`src/rtl/axi4_lite_initiator_pkg.sv`:
```
// Shared types and constants for the AXI4-Lite initiator: FSM state encoding and the response
// codes the initiator generates on its own.
package axi4_lite_initiator_pkg;

  typedef enum logic [2:0] {
    StIdle   = 3'd0,
    StWrReq  = 3'd1,
    StWrResp = 3'd2,
    StRdReq  = 3'd3,
    StRdResp = 3'd4,
    StRsp    = 3'd5,
    StDrain  = 3'd6
  } state_e;

  localparam logic [1:0] OKAY   = 2'b00;
  localparam logic [1:0] SLVERR = 2'b10;

endpackage

```
`src/rtl/axi4_if.sv`:
```
// AXI4-Lite signal bundle with master and slave views.
interface axi4_if #(
  parameter int unsigned A = 16,
  parameter int unsigned N = 4
);

  logic [A-1:0]   awaddr;
  logic           awvalid;
  logic           awready;
  logic [2:0]     awprot;
  logic [8*N-1:0] wdata;
  logic [N-1:0]   wstrb;
  logic           wvalid;
  logic           wready;
  logic           bvalid;
  logic           bready;
  logic [1:0]     bresp;
  logic [A-1:0]   araddr;
  logic           arvalid;
  logic           arready;
  logic [2:0]     arprot;
  logic           rvalid;
  logic           rready;
  logic [8*N-1:0] rdata;
  logic [1:0]     rresp;

  modport master (
    output awaddr, awvalid, awprot, wdata, wstrb, wvalid, bready,
    output araddr, arvalid, arprot, rready,
    input  awready, wready, bvalid, bresp, arready, rvalid, rdata, rresp
  );

  modport slave (
    input  awaddr, awvalid, awprot, wdata, wstrb, wvalid, bready,
    input  araddr, arvalid, arprot, rready,
    output awready, wready, bvalid, bresp, arready, rvalid, rdata, rresp
  );

endinterface

```
`src/rtl/axi4_lite_initiator.sv`:
```
// Single-outstanding AXI4-Lite initiator: turns one cmd_* request into an AXI transaction and
// returns the result on rsp_*, aborting with SLVERR after TIMEOUT cycles.
module axi4_lite_initiator
  import axi4_lite_initiator_pkg::*;
#(
  parameter int unsigned A       = 16,
  parameter int unsigned N       = 4,
  parameter int unsigned TIMEOUT = 1024
) (
  input  logic           aclk,
  input  logic           aresetn,
  axi4_if.master         axi4_m,
  input  logic           cmd_valid,
  output logic           cmd_ready,
  input  logic           cmd_write,
  input  logic [A-1:0]   cmd_addr,
  input  logic [8*N-1:0] cmd_wdata,
  input  logic [N-1:0]   cmd_wstrb,
  output logic           rsp_valid,
  input  logic           rsp_ready,
  output logic [8*N-1:0] rsp_rdata,
  output logic [1:0]     rsp_resp,
  output logic           rsp_timeout
);

  localparam int unsigned CntW = (TIMEOUT > 2) ? $clog2(TIMEOUT) : 1;
  localparam logic [CntW-1:0] CntLast = CntW'(TIMEOUT - 1);

  state_e         state_q, state_d;
  logic [CntW-1:0] cnt_q, cnt_d;
  logic           cmd_ready_q, cmd_ready_d;
  logic           write_q, write_d;
  logic [A-1:0]   addr_q, addr_d;
  logic [8*N-1:0] wdata_q, wdata_d;
  logic [N-1:0]   wstrb_q, wstrb_d;
  logic           aw_pend_q, aw_pend_d;
  logic           w_pend_q, w_pend_d;
  logic           ar_pend_q, ar_pend_d;
  logic           drain_b_q, drain_b_d;
  logic           drain_r_q, drain_r_d;
  logic           rsp_valid_q, rsp_valid_d;
  logic [8*N-1:0] rsp_rdata_q, rsp_rdata_d;
  logic [1:0]     rsp_resp_q, rsp_resp_d;
  logic           rsp_timeout_q, rsp_timeout_d;
  logic           expired;
  logic           abort;

  assign expired = (cnt_q == CntLast);

  always_comb begin
    state_d       = state_q;
    cnt_d         = cnt_q;
    write_d       = write_q;
    addr_d        = addr_q;
    wdata_d       = wdata_q;
    wstrb_d       = wstrb_q;
    rsp_valid_d   = rsp_valid_q;
    rsp_rdata_d   = rsp_rdata_q;
    rsp_resp_d    = rsp_resp_q;
    rsp_timeout_d = rsp_timeout_q;
    abort         = 1'b0;
    // Pending channel and drain flags retire on their own handshakes in any state.
    aw_pend_d = aw_pend_q & ~axi4_m.awready;
    w_pend_d  = w_pend_q & ~axi4_m.wready;
    ar_pend_d = ar_pend_q & ~axi4_m.arready;
    drain_b_d = drain_b_q & ~axi4_m.bvalid;
    drain_r_d = drain_r_q & ~axi4_m.rvalid;

    unique case (state_q)
      StIdle: begin
        if (cmd_valid && cmd_ready_q) begin
          write_d = cmd_write;
          addr_d  = cmd_addr;
          wdata_d = cmd_wdata;
          wstrb_d = cmd_wstrb;
          cnt_d   = '0;
          if (cmd_write) begin
            aw_pend_d = 1'b1;
            w_pend_d  = 1'b1;
            state_d   = StWrReq;
          end else begin
            ar_pend_d = 1'b1;
            state_d   = StRdReq;
          end
        end
      end
      StWrReq: begin
        cnt_d = cnt_q + CntW'(1);
        if (!aw_pend_d && !w_pend_d) state_d = StWrResp;
        if (expired) abort = 1'b1;
      end
      StWrResp: begin
        cnt_d = cnt_q + CntW'(1);
        // A response landing on the expiry cycle still completes normally.
        if (axi4_m.bvalid) begin
          rsp_valid_d   = 1'b1;
          rsp_rdata_d   = '0;
          rsp_resp_d    = axi4_m.bresp;
          rsp_timeout_d = 1'b0;
          state_d       = StRsp;
        end else if (expired) begin
          abort = 1'b1;
        end
      end
      StRdReq: begin
        cnt_d = cnt_q + CntW'(1);
        if (!ar_pend_d) state_d = StRdResp;
        if (expired) abort = 1'b1;
      end
      StRdResp: begin
        cnt_d = cnt_q + CntW'(1);
        if (axi4_m.rvalid) begin
          rsp_valid_d   = 1'b1;
          rsp_rdata_d   = axi4_m.rdata;
          rsp_resp_d    = axi4_m.rresp;
          rsp_timeout_d = 1'b0;
          state_d       = StRsp;
        end else if (expired) begin
          abort = 1'b1;
        end
      end
      StRsp: begin
        if (rsp_ready) begin
          rsp_valid_d = 1'b0;
          state_d     = StIdle;
        end
      end
      StDrain: begin
        if (rsp_valid_q && rsp_ready) rsp_valid_d = 1'b0;
        if (!rsp_valid_d && !aw_pend_d && !w_pend_d && !ar_pend_d && !drain_b_d && !drain_r_d) begin
          state_d = StIdle;
        end
      end
      default: state_d = StIdle;
    endcase

    // Timed-out transaction: report now, keep absorbing the slave's outstanding work.
    if (abort) begin
      state_d       = StDrain;
      drain_b_d     = write_q;
      drain_r_d     = ~write_q;
      rsp_valid_d   = 1'b1;
      rsp_rdata_d   = '0;
      rsp_resp_d    = SLVERR;
      rsp_timeout_d = 1'b1;
    end

    cmd_ready_d = (state_d == StIdle);
  end

  always_ff @(posedge aclk) begin
    if (!aresetn) begin
      state_q       <= StIdle;
      cnt_q         <= '0;
      cmd_ready_q   <= 1'b0;
      write_q       <= 1'b0;
      addr_q        <= '0;
      wdata_q       <= '0;
      wstrb_q       <= '0;
      aw_pend_q     <= 1'b0;
      w_pend_q      <= 1'b0;
      ar_pend_q     <= 1'b0;
      drain_b_q     <= 1'b0;
      drain_r_q     <= 1'b0;
      rsp_valid_q   <= 1'b0;
      rsp_rdata_q   <= '0;
      rsp_resp_q    <= '0;
      rsp_timeout_q <= 1'b0;
    end else begin
      state_q       <= state_d;
      cnt_q         <= cnt_d;
      cmd_ready_q   <= cmd_ready_d;
      write_q       <= write_d;
      addr_q        <= addr_d;
      wdata_q       <= wdata_d;
      wstrb_q       <= wstrb_d;
      aw_pend_q     <= aw_pend_d;
      w_pend_q      <= w_pend_d;
      ar_pend_q     <= ar_pend_d;
      drain_b_q     <= drain_b_d;
      drain_r_q     <= drain_r_d;
      rsp_valid_q   <= rsp_valid_d;
      rsp_rdata_q   <= rsp_rdata_d;
      rsp_resp_q    <= rsp_resp_d;
      rsp_timeout_q <= rsp_timeout_d;
    end
  end

  assign cmd_ready   = cmd_ready_q;
  assign rsp_valid   = rsp_valid_q;
  assign rsp_rdata   = rsp_rdata_q;
  assign rsp_resp    = rsp_resp_q;
  assign rsp_timeout = rsp_timeout_q;

  assign axi4_m.awaddr  = addr_q;
  assign axi4_m.awvalid = aw_pend_q;
  assign axi4_m.awprot  = 3'b000;
  assign axi4_m.wdata   = wdata_q;
  assign axi4_m.wstrb   = wstrb_q;
  assign axi4_m.wvalid  = w_pend_q;
  assign axi4_m.bready  = (state_q == StWrResp) | drain_b_q;
  assign axi4_m.araddr  = addr_q;
  assign axi4_m.arvalid = ar_pend_q;
  assign axi4_m.arprot  = 3'b000;
  assign axi4_m.rready  = (state_q == StRdResp) | drain_r_q;

endmodule
```
`src/flat_wrapper.sv`:
```
// flat-port wrapper written by rule: the top's interface ports become plain ports
module axi4_lite_initiator_flat import axi4_lite_initiator_pkg::*;
#(
  parameter int unsigned A       = 16,
  parameter int unsigned N       = 4,
  parameter int unsigned TIMEOUT = 1024
)
  (aclk, aresetn, cmd_valid, cmd_ready, cmd_write, cmd_addr, cmd_wdata, cmd_wstrb, rsp_valid, rsp_ready, rsp_rdata, rsp_resp, rsp_timeout, axi4_m_awaddr, axi4_m_awvalid, axi4_m_awprot, axi4_m_wdata, axi4_m_wstrb, axi4_m_wvalid, axi4_m_bready, axi4_m_araddr, axi4_m_arvalid, axi4_m_arprot, axi4_m_rready, axi4_m_awready, axi4_m_wready, axi4_m_bvalid, axi4_m_bresp, axi4_m_arready, axi4_m_rvalid, axi4_m_rdata, axi4_m_rresp);
  axi4_if #(.A(A), .N(N)) axi4_m_i ();
  input  logic aclk;
  input  logic aresetn;
  input  logic cmd_valid;
  output logic cmd_ready;
  input  logic cmd_write;
  input  logic [A-1:0] cmd_addr;
  input  logic [8*N-1:0] cmd_wdata;
  input  logic [N-1:0] cmd_wstrb;
  output logic rsp_valid;
  input  logic rsp_ready;
  output logic [8*N-1:0] rsp_rdata;
  output logic [1:0] rsp_resp;
  output logic rsp_timeout;
  output wire logic [$bits(axi4_m_i.awaddr)-1:0] axi4_m_awaddr;
  output wire logic [$bits(axi4_m_i.awvalid)-1:0] axi4_m_awvalid;
  output wire logic [$bits(axi4_m_i.awprot)-1:0] axi4_m_awprot;
  output wire logic [$bits(axi4_m_i.wdata)-1:0] axi4_m_wdata;
  output wire logic [$bits(axi4_m_i.wstrb)-1:0] axi4_m_wstrb;
  output wire logic [$bits(axi4_m_i.wvalid)-1:0] axi4_m_wvalid;
  output wire logic [$bits(axi4_m_i.bready)-1:0] axi4_m_bready;
  output wire logic [$bits(axi4_m_i.araddr)-1:0] axi4_m_araddr;
  output wire logic [$bits(axi4_m_i.arvalid)-1:0] axi4_m_arvalid;
  output wire logic [$bits(axi4_m_i.arprot)-1:0] axi4_m_arprot;
  output wire logic [$bits(axi4_m_i.rready)-1:0] axi4_m_rready;
  input wire logic [$bits(axi4_m_i.awready)-1:0] axi4_m_awready;
  input wire logic [$bits(axi4_m_i.wready)-1:0] axi4_m_wready;
  input wire logic [$bits(axi4_m_i.bvalid)-1:0] axi4_m_bvalid;
  input wire logic [$bits(axi4_m_i.bresp)-1:0] axi4_m_bresp;
  input wire logic [$bits(axi4_m_i.arready)-1:0] axi4_m_arready;
  input wire logic [$bits(axi4_m_i.rvalid)-1:0] axi4_m_rvalid;
  input wire logic [$bits(axi4_m_i.rdata)-1:0] axi4_m_rdata;
  input wire logic [$bits(axi4_m_i.rresp)-1:0] axi4_m_rresp;
  assign axi4_m_awaddr = axi4_m_i.awaddr;
  assign axi4_m_awvalid = axi4_m_i.awvalid;
  assign axi4_m_awprot = axi4_m_i.awprot;
  assign axi4_m_wdata = axi4_m_i.wdata;
  assign axi4_m_wstrb = axi4_m_i.wstrb;
  assign axi4_m_wvalid = axi4_m_i.wvalid;
  assign axi4_m_bready = axi4_m_i.bready;
  assign axi4_m_araddr = axi4_m_i.araddr;
  assign axi4_m_arvalid = axi4_m_i.arvalid;
  assign axi4_m_arprot = axi4_m_i.arprot;
  assign axi4_m_rready = axi4_m_i.rready;
  assign axi4_m_i.awready = axi4_m_awready;
  assign axi4_m_i.wready = axi4_m_wready;
  assign axi4_m_i.bvalid = axi4_m_bvalid;
  assign axi4_m_i.bresp = axi4_m_bresp;
  assign axi4_m_i.arready = axi4_m_arready;
  assign axi4_m_i.rvalid = axi4_m_rvalid;
  assign axi4_m_i.rdata = axi4_m_rdata;
  assign axi4_m_i.rresp = axi4_m_rresp;
  axi4_lite_initiator #(.A(A), .N(N), .TIMEOUT(TIMEOUT)) u_core (.aclk(aclk), .aresetn(aresetn), .axi4_m(axi4_m_i), .cmd_valid(cmd_valid), .cmd_ready(cmd_ready), .cmd_write(cmd_write), .cmd_addr(cmd_addr), .cmd_wdata(cmd_wdata), .cmd_wstrb(cmd_wstrb), .rsp_valid(rsp_valid), .rsp_ready(rsp_ready), .rsp_rdata(rsp_rdata), .rsp_resp(rsp_resp), .rsp_timeout(rsp_timeout));
endmodule
```
`config.mk`:
```
export PLATFORM = sky130hd
export DESIGN_NAME = axi4_lite_initiator_flat
export DESIGN_NICKNAME = d
export VERILOG_FILES = /design/src/rtl/axi4_lite_initiator_pkg.sv /design/src/rtl/axi4_if.sv /design/src/rtl/axi4_lite_initiator.sv /design/src/flat_wrapper.sv
export SDC_FILE = /design/constraint.sdc
export NUM_CORES = 1
export LEC_CHECK = 0
export CORE_UTILIZATION = 36
export CTS_CLUSTER_SIZE = 30
export DETAILED_ROUTE_END_ITERATION = 8
export GPL_TIMING_DRIVEN = 0
export PLACE_DENSITY = 0.85
export REMOVE_ABC_BUFFERS = 1
export SETUP_SLACK_MARGIN = 0.15
export SYNTH_ARGS = -nofsm -noshare
export SYNTH_HDL_FRONTEND = slang
export SYNTH_SLANG_ARGS = --single-unit
```
`constraint.sdc`:
```
create_clock -name aclk -period 1.6 [get_ports aclk]
set_input_delay 0.16 -clock aclk [delete_from_list [all_inputs] [get_ports aclk]]
set_output_delay 0.16 -clock aclk [all_outputs]
set_load 0.01 [all_outputs]
```
======== Word level (Yosys, flattened, before mapping) ========
Index checks and enable logic that the tools add are counted.
cells by class
  $add $sub $neg .......................... 1
  $mul .................................... 0
  divide/modulo/power cells ............... 0
  $lt $le $gt $ge ......................... 0
  eq/ne operators ......................... 13
  shifts and indexed selects .............. 0
  multiplexer cells ....................... 45
  bitwise gates (word level) .............. 14
  reduce and logical (&&, ||, !) cells .... 28
operators with widths
  operator                                                               count
  32-bit two-way mux                                                     2
  32-bit case mux with 2 select lines                                    1
  3-bit two-way mux                                                      8
  1-bit two-way mux                                                      23
  3-bit case mux with 7 select lines                                     1
  10-bit case mux with 2 select lines                                    1
  10-bit by 1-bit adder with 10-bit output, second input constant        1
  10-bit equality test, second input constant                            1
  10-bit two-way mux                                                     1
  3-bit equality test, second input constant                             3
  3-bit by 2-bit != test with 1-bit output, second input constant        3
  1-bit logical AND                                                      8
  2-bit two-way mux                                                      4
  1-bit NOT                                                              7
  3-bit by 2-bit equality test with 1-bit output, second input constant  2
  1-bit zero test                                                        6
  3-bit zero test                                                        2
  3-bit AND reduction                                                    2
  1-bit AND                                                              5
  5-bit nonzero test                                                     1
  2-bit != test, second input constant                                   2
  1-bit case mux with 4 select lines                                     1
  2-bit case mux with 2 select lines                                     1
  2-bit AND reduction                                                    2
  10 further kinds                                                       13
word-level totals
  register bits ........................... 108
  latch bits .............................. 0
  memory bits (writable) .................. 0
  bits in read-only memories .............. 0
  input port bits ......................... 98
  output and inout bits ................... 116
  memories kept ........................... 0

======== Logic depth before layout (Yosys ltp) ========
Gate-level depths: netlist of run 1.
  depth in word-level cells ............... 13
  depth in mapped cells ................... 7

======== Least setup slack after synthesis of run 1 ========
OpenSTA, ideal clock, no wires.
  kind .................................... register to register
  from .................................... reg u_core.state_q[1]
  to ...................................... reg u_core.rsp_rdata_q[0], in the netlist u_core.rsp_rdata[0]
  library setup time ...................... 0.117 ns
  data arrival time ....................... 1.415 ns
  data required time ...................... 1.483 ns
  setup slack ............................. 0.068 ns
  cell stages (with the launch flop) ...... 8
  path buffers ............................ 2
  period minus slack after synthesis ...... 1.532 ns
  cells stage by stage .................... dfxtp_1 > buf_4 > nor3b_2 > and2b_1 > o211ai_4 > nand2_2 > buf_4 > nor2_1
between the ends
  cells in the longest elaborated chain, start to end .. 4
  elaborated cells between the ends (all ways) .. 12
  classes of those cells .................. 6 x eq/ne; 2 x mux; 4 x reduce/logical
ends and longest elaborated chain
  item                                                                                                              RTL line                    text
  start: declaration                                                                                                axi4_lite_initiator.sv:29   state_e state_q, state_d;
  start signal: assignment                                                                                          axi4_lite_initiator.sv:153  state_q <= StIdle;
  start signal: assignment                                                                                          axi4_lite_initiator.sv:170  state_q <= state_d;
  3-bit by 1-bit equality test with 1-bit output or 3-bit by 2-bit equality test with 1-bit output (tied branches)  axi4_lite_initiator.sv:69   unique case (state_q)
  2-bit OR reduction (no line)                                                                                      --
  1-bit case mux with 3 select lines                                                                                axi4_lite_initiator.sv:69
  2-bit OR reduction (no line)                                                                                      --
  end signal: assignment                                                                                            axi4_lite_initiator.sv:183  rsp_rdata_q <= rsp_rdata_d;
  end: declaration                                                                                                  axi4_lite_initiator.sv:42   logic [8*N-1:0] rsp_rdata_q, rsp_rdata_d;
Parallel ways exist; a longest one is shown, timed or not.
A chain may end at the register's enable or synchronous reset.

======== Final worst setup path of run 1 ========
  from .................................... reg u_core.state_q[1]
  to ...................................... reg u_core.addr_q[3], in the netlist u_core.axi4_m.araddr[3]
between the ends
  cells in the longest elaborated chain, start to end .. 2
ends and longest elaborated chain
  item                           RTL line                    text
  3-bit zero test                axi4_lite_initiator.sv:69
  2-bit AND reduction (no line)  --
  end signal: assignment         axi4_lite_initiator.sv:174  addr_q <= addr_d;
  end: declaration               axi4_lite_initiator.sv:33   logic [A-1:0] addr_q, addr_d;
Every way passes these cells.

==> key figures, run 1 <==
Run status
  – Status: finished with violations
  – Failing checks: setup timing

Synth
  – Seq cells post-synth: 108
  – Simple logic cell fraction of the synthesized area: 21.1%
  – Seq/Total Area, Yosys: 51.0%
  – Post-Synth XOR/XNOR Area: 1.86%
  – Complex-gate fraction of the synthesized area: 16.4%
  – Warning count from the yosys run: 0
  – Top FF cell, synth: dfxtp_1
  – Post-synthesis cell type count: 42
  – Mapped Area: 4240 um^2
  – Syn Inst Count: 507
  – EDFF count, synth: 0
  – Adder-Cell Fraction of Synth Area: 0.295%
  – Mean Syn Cell Area: 8.36 um^2
  – Async S/R FF share, synth: 0%
  – Mux cell area share after synthesis: 0.945%
  – Main combinational cell family by area after synthesis: simple AND/OR/NAND/NOR gates

GRT
  – GR Util met3: 4.34%
  – Global Route met2 Usage: 39.4%
  – Busiest grt layer: met2
  – M1 GR Usage: 23.7%
  – Initial antenna violation count: 0
  – Number of global-route vias before repair: 4,459
  – First-pass GRT wire length: 21.5 mm
  – Grt ovf: 0
  – Largest net degree at the start of global routing: 57
  – GRT Overall Usage: 21.6%

Critical path
  – Crit-path most repeated cell: buf_8
  – Critical Path Stages: 8
  – Critical path type: register to register
  – Crit-path slowest cell: dfxtp_4
  – Max stage delay on crit path: 400 ps
  – Crit path launch type: register
  – CP Capture Type: register
  – CP max FO: 7
  – R2R depth: 8
  – Worst endpoint required time: 1860 ps
  – Worst EP arrival: 1980 ps
  – Top delay family on crit path: buffers and inverters
  – Crit path buffers/inverters: 5
  – CP Cell Sequence: buf_6 -> nor4_4 -> buf_4 -> buf_8 -> buf_8 -> buf_12 -> nand2_2 -> a21oi_2

Timing
  – RSZ-0062 raised after global routing: true
  – Final hold slack: 369 ps
  – Setup TNS: -2780 ps
  – Fin crit period: 1720 ps
  – Worst Skew: 10.4 ps
  – Post-route setup slack: -121 ps
  – Setup violators final: 71
  – Measured slew at the worst slew-check pin: 566 ps
  – Tcrit/Tclk final: 108%
  – Headroom to the max-slew limit: 62.3%
  – Final hold vios: 0
  – Fmax: 581 MHz
  – Max Slew Vio Count: 0

Placed design
  – Hpwl dp: 8.93 mm
  – GPL Wtd Cong: 0.833
  – Placed cell areas: 6300 um^2
  – Number of port buffers: 207

Drt
  – DRT Pass-1 Iters: 4
  – Antenna viol nets, final: 0
  – Routed WL per cell: 19.8 um
  – Via count: 4,795
  – Post-Route WL: 17.6 mm
  – DR iter-0 viols: 317
  – DRC violations left: 0
  – Vias per std cell: 5.38

Clock network
  – CTS Buffer Depth: 2
  – Total CTS buffers: 9
  – CTS Hold Bufs: 0
  – Skew-Pair Late Insertion Delay: 340 ps
  – CTS tree: done
  – Clk pin slew, worst setup/hold paths: 70 ps
  – Root buffer cell: clkbuf_16
  – Num Clock Sinks: 108
  – H-tree levels: 3

Finish
  – Fillers: 715
  – Commonest cells after routing, fill and taps aside: clkdlybuf4s50_1 (185), dfxtp_1 (99), nand2_1 (72)
  – Share of cells above drive strength 1: 33.0%
  – # diodes: 0
  – P&R area growth vs syn: 93.8%
  – Finished Cell Area: 8210 um^2
  – Final nets: 843
  – Commonest non-fill, non-tap cell in the layout: clkdlybuf4s50_1

Power and ir drop
  – Sequential share of power: 33.2%
  – Comb pwr share: 42.4%
  – Int Pwr: 6620 uW
  – Clock power share: 24.4%
  – Worst vdd ir: 0.000793 V
  – Switching Fraction: 33.3%
  – PD cells: 1210 nW/um^2
  – Total power: 9920 uW
  – LEAKAGE: 0.00333 uW
  – Psw: 3300 uW

Die
  – Row count: 39
  – Overall die width: 110 um
  – DIE HEIGHT: 110 um
  – Die area: 12,200 um^2
  – Core box area: 11,500 um^2
  – Initial Utilization: 37.0%
  – IO Pins: 214

Hold path
  – Worst hold path type: primary input to register
  – Hold Path Depth: 3

Flow run
  – Max-Cap Viols: 0
==> metal layers <==
layer,routed length (um),vias to the layer above
met2,9080,253
met4,702,0
li1,-,2149
met5,0,-
met1,6540,2323
met3,1310,70
==> worst reg2reg max path: stages, from the launching register on <==
cell and delay [ps]:
dfxtp_4 400, buf_6 140, nor4_4 280, buf_4 190, buf_8 130, buf_8 140, buf_12 160, nand2_2 70
a21oi_2 140
==> Yosys cell counts (4+ instances only) <==
library cell    n  area [um^2]
a21oi_1        64          320
a22oi_1        33          248
and3_1          4         25.0
buf_2          14         70.1
buf_4          27          203
clkbuf_1       14         52.6
dfxtp_1       108         2160
inv_1           7         26.3
mux2i_1         4         40.0
nand2_1       118          443
nand3_1         4         20.0
nor2_1         55          206
nor2b_1         4         25.0
xnor2_1         4         35.0
xor2_1          5         43.8
==> cell type report <==
type	instances	area, um^2	area share, %
Timing Repair Buffer	271	2890	35.2
Multi-Input combinational cell	347	2620	31.8
Sequential cell	108	2180	26.6
Clock buffer	12	246	3.00
Tap cell	143	179	2.18
Clock inverter	4	72.6	0.884
Inverter	7	26.3	0.320
==> power by group through the flow <==
stage | registers (uW) | clock network (uW) | logic, uW
finish | 3290 | 2420 | 4210
global route | 3320 | 2540 | 4410
CTS | 3250 | 2440 | 3030
detailed placement | 3310 | 0 | 2350
global placement | 3190 | 0 | 1860
floorplan | 3420 | 0 | 898
==> cells by family after synthesis <==
| group | count (synthesis) |
|---|---|
| XOR/XNOR | 9 |
| other | 1 |
| AO/OA/AOI/OAI | 113 |
| multiplexers | 4 |
| AND/OR/NAND/NOR | 209 |
| flip-flops | 108 |
| buffers and inverters | 62 |
| adder cells (fa/ha/maj) | 1 |
==> metrics by stage <==
step / std cells / worst slack (ps) / utilization, %
3_3_place_gp: 807 / -6030 / 53.9
5_1_grt: 892 / -148 / 71.6
6_report: 892 / -121 / 71.6
3_5_place_dp: 815 / -916 / 55.0
4_1_cts: 865 / 62.8 / 62.5
2_1_floorplan: 457 / -3770 / -
==> path summary, 6_finish.rpt <==
kind,slack [ps],start,to
worst max-delay path,-120,u_core.state_q[1]$_SDFF_PN0_,u_core.axi4_m.araddr[3]$_SDFFE_PN0P_
worst min-delay path,370,cmd_wdata[25],u_core.axi4_m.wdata[25]$_SDFFE_PN0P_
worst max register to register,-120,u_core.state_q[1]$_SDFF_PN0_,u_core.axi4_m.araddr[3]$_SDFFE_PN0P_
worst min register to register,460,u_core.axi4_m.wdata[12]$_SDFFE_PN0P_,u_core.axi4_m.wdata[12]$_SDFFE_PN0P_
==> registers in the layout, summed over array words and instances, names as in the netlist, 2 cells and up <==
register	flops
u_core.axi4_m.araddr	16
u_core.state_q	3
u_core.axi4_m.wstrb	4
u_core.rsp_rdata	32
u_core.cnt_q	10
u_core.rsp_resp	2
u_core.axi4_m.wdata	32
==> timing repair <==
item                                   4_1_cts  5_1_grt
pin swaps                                   28      133
setup endpoints to repair                  111      115
cloned                                       1       12
gates resized for setup                     85      202
endpoints found under the hold margin        0        0
setup buffers                               33       15
Note: power is estimated with default switching activity, not from simulation.
==> inputs of run 2 (changes only) <==
==> constraint.sdc (replaced) <==
create_clock -name aclk -period 1.4 [get_ports aclk]
set_input_delay 0.14 -clock aclk [delete_from_list [all_inputs] [get_ports aclk]]
set_output_delay 0.14 -clock aclk [all_outputs]
set_load 0.01 [all_outputs]
==> run 2 against run 1 <==
  * The run still ends with setup timing left
  * Power rose by 15%
  * Non-clock buffer count rose by 8
  * Via count rose by 0.17%
  * Register-to-register slack got worse by 220 ps
  * Sequential share of layout area barely moved
  * Combinational power rose by 15%
  * Worst setup slack got worse by 220 ps
  * Die area did not move
  * Design area barely moved
  * Critical path type unchanged
==> key figures, run 2 (same netlist as run 1, synthesis figures left out) <==
Run status
  – Status: finished with violations
  – Failing checks: setup timing

Finish
  – Finished Cell Area: 8220 um^2 (about the same)
  – # diodes: 0 (unchanged)
  – Commonest non-fill, non-tap cell in the layout: dlygate4sd2_1
  – Fillers: 746 (+4.3%)
  – Commonest cells after routing, fill and taps aside: dlygate4sd2_1 (110), dfxtp_1 (99), clkdlybuf4s50_1 (93)
  – P&R area growth vs syn: 93.9% (about the same)
  – Share of cells above drive strength 1: 34.4% (+1.5 points)
  – Final nets: 849 (+0.71%)

Timing
  – Post-route setup slack: -346 ps (-225 ps)
  – Max Slew Vio Count: 0 (unchanged)
  – Worst Skew: 8.62 ps (-1.73 ps)
  – Headroom to the max-slew limit: 66.1% (+3.8 points)
  – Final hold vios: 0 (unchanged)
  – Measured slew at the worst slew-check pin: 509 ps (-57.1 ps)
  – RSZ-0062 raised after global routing: true
  – Fmax: 573 MHz (-1.4%)
  – Fin crit period: 1750 ps (+24.9 ps)
  – Setup violators final: 107 (+51%)
  – Tcrit/Tclk final: 125% (+17 points)

Critical path
  – Crit path launch type: register
  – Worst endpoint required time: 1660 ps (-200 ps)
  – Top delay family on crit path: simple AND/OR/NAND/NOR gates
  – Worst EP arrival: 2000 ps (+20 ps)
  – Crit-path slowest cell: nor4_2
  – Max stage delay on crit path: 410 ps (about the same)
  – R2R setup slack: -350 ps (-220 ps)
  – CP max FO: 2 (-5)
  – Crit path buffers/inverters: 0 (-5)
  – Critical path type: register to register
  – CP Cell Sequence: nor2b_4 -> a2111oi_4 -> a211oi_2 -> nor4_2 -> nor3b_2
  – CP Capture Type: register

GRT
  – Grt ovf: 0 (unchanged)
  – GRT Overall Usage: 24.2% (+2.6 points)
  – Initial antenna violation count: 0 (unchanged)
  – Largest net degree at the start of global routing: 57 (unchanged)
  – First-pass GRT wire length: 23.7 mm (+10%)
  – Number of global-route vias before repair: 4,682 (+5.0%)

Die
  – DIE HEIGHT: 110 um (unchanged)
  – Die area: 12,200 um^2 (unchanged)
  – Initial Utilization: 37.0% (unchanged)
  – Core box area: 11,500 um^2 (unchanged)
  – Overall die width: 110 um (unchanged)
  – Row count: 39 (unchanged)
  – IO Pins: 214 (unchanged)

Power and ir drop
  – PD cells: 1380 nW/um^2 (+15%)
  – Total power: 11,400 uW (+15%)
  – LEAKAGE: 0.00372 uW (+12%)
  – Worst vdd ir: 0.00101 V (+27%)

Drt
  – Via count: 4,803 (+0.17%)
  – Vias per std cell: 5.35 (-0.50%)
  – Antenna viol nets, final: 0 (unchanged)
  – Post-Route WL: 18.0 mm (+2.0%)
  – DRC violations left: 0 (unchanged)
  – Routed WL per cell: 20.0 um (+1.3%)
  – DRT Pass-1 Iters: 6 (+2)
  – DR iter-0 viols: 232 (-27%)

Clock network
  – Root buffer cell: clkbuf_16
  – Total CTS buffers: 9 (unchanged)
  – CTS Buffer Depth: 2 (unchanged)
  – CTS tree: done
  – Num Clock Sinks: 108 (unchanged)
  – Clk pin slew, worst setup/hold paths: 80 ps (about the same)
  – H-tree levels: 3 (unchanged)
  – Skew-Pair Late Insertion Delay: 340 ps (about the same)

Placed design
  – GPL Wtd Cong: 0.833 (unchanged)
  – Number of port buffers: 207 (unchanged)
  – Placed cell areas: 6300 um^2 (unchanged)
  – Hpwl dp: 8.93 mm (unchanged)

Hold path
  – Worst hold path type: primary input to register

Flow run
  – Max-Cap Viols: 0 (unchanged)
==> run 2: cell count changes in the layout (fill, tap and decap cells not counted), moves of 4 or more <==
cell / delta
nand2_4: +11
nor2_2: +6
a21oi_1: -4
a22oi_1: +14
dlymetal6s2s_1: -13
dlygate4sd2_1: +105
a22oi_2: -14
a21oi_2: +4
nand2_1: -11
nor2_1: -7
clkdlybuf4s50_1: -92
==> run 2: path summary, 6_finish.rpt <==
check                                                    startpoint                                    to  depth (start not counted)
worst min register to register  u_core.axi4_m.wdata[8]$_SDFFE_PN0P_   u_core.axi4_m.wdata[8]$_SDFFE_PN0P_                          2
worst max-delay path               u_core.axi4_m.arvalid$_SDFF_PN0_           u_core.cmd_ready$_SDFF_PN0_                          5
worst min-delay path                                  cmd_wdata[18]  u_core.axi4_m.wdata[18]$_SDFFE_PN0P_                          3
worst max register to register     u_core.axi4_m.arvalid$_SDFF_PN0_           u_core.cmd_ready$_SDFF_PN0_                          5
==> run 2: layout make-up <==
| type | instances | area (um^2) | share of cell area [%] |
|---|---|---|---|
| flip-flops and latches | 108 | 2180 | 26.6 |
| well taps | 143 | 179 | 2.18 |
| repair buffers | 279 | 2860 | 34.7 |
| clock buffers | 12 | 246 | 3.00 |
| clock inverters | 4 | 72.6 | 0.883 |
| multi-input cells | 345 | 2650 | 32.3 |
| inverters | 7 | 26.3 | 0.320 |
==> run 2: routing by layer <==
layer / global-route usage [%] / vias to the layer above / wire length [um]
met5: 0 / - / 0
met4: 12.0 / 0 / 892
met3: 4.72 / 78 / 1050
met2: 43.7 / 228 / 9510
met1: 26.8 / 2333 / 6520
li1: - / 2164 / -
==> run 2: repair_timing <==
action | in CTS | in global routing
gates resized for setup | 216 | 195
setup buffers | 40 | 17
setup endpoints to repair | 218 | 110
hold buffers | 0 | 0
gates cloned | 5 | 5
pin swaps | 28 | 117
==> run 2: where the power goes <==
part	internal, uW	leakage, uW	switching, uW
Sequential	3450	0.000880	303
Clock	1620	0.000153	1150
Combinational	2420	0.00268	2430
Total	7490	0.00372	3890
==> run 2: metrics by stage <==
step / instances / setup TNS, ps / util, % / hold WS, ps / setup WS [ps]
after floorplan: 457 / -249290 / - / 276 / -3970
after global placement: 807 / -409510 / 53.9 / 441 / -6210
after detailed placement: 815 / -71340 / 55.0 / 446 / -1120
after CTS: 876 / -6070 / 63.5 / 334 / -122
after global routing: 898 / -22330 / 71.7 / 373 / -415
final: 898 / -17150 / 71.7 / 367 / -346
==> run 2: tightest hold or removal path: cells and delay by family <==
kind | cells | cell delay [ps]
AOI/OAI and AO/OA | 1 | 40
and+or+nand+nor | 1 | 60
buffers and inverters | 1 | 420
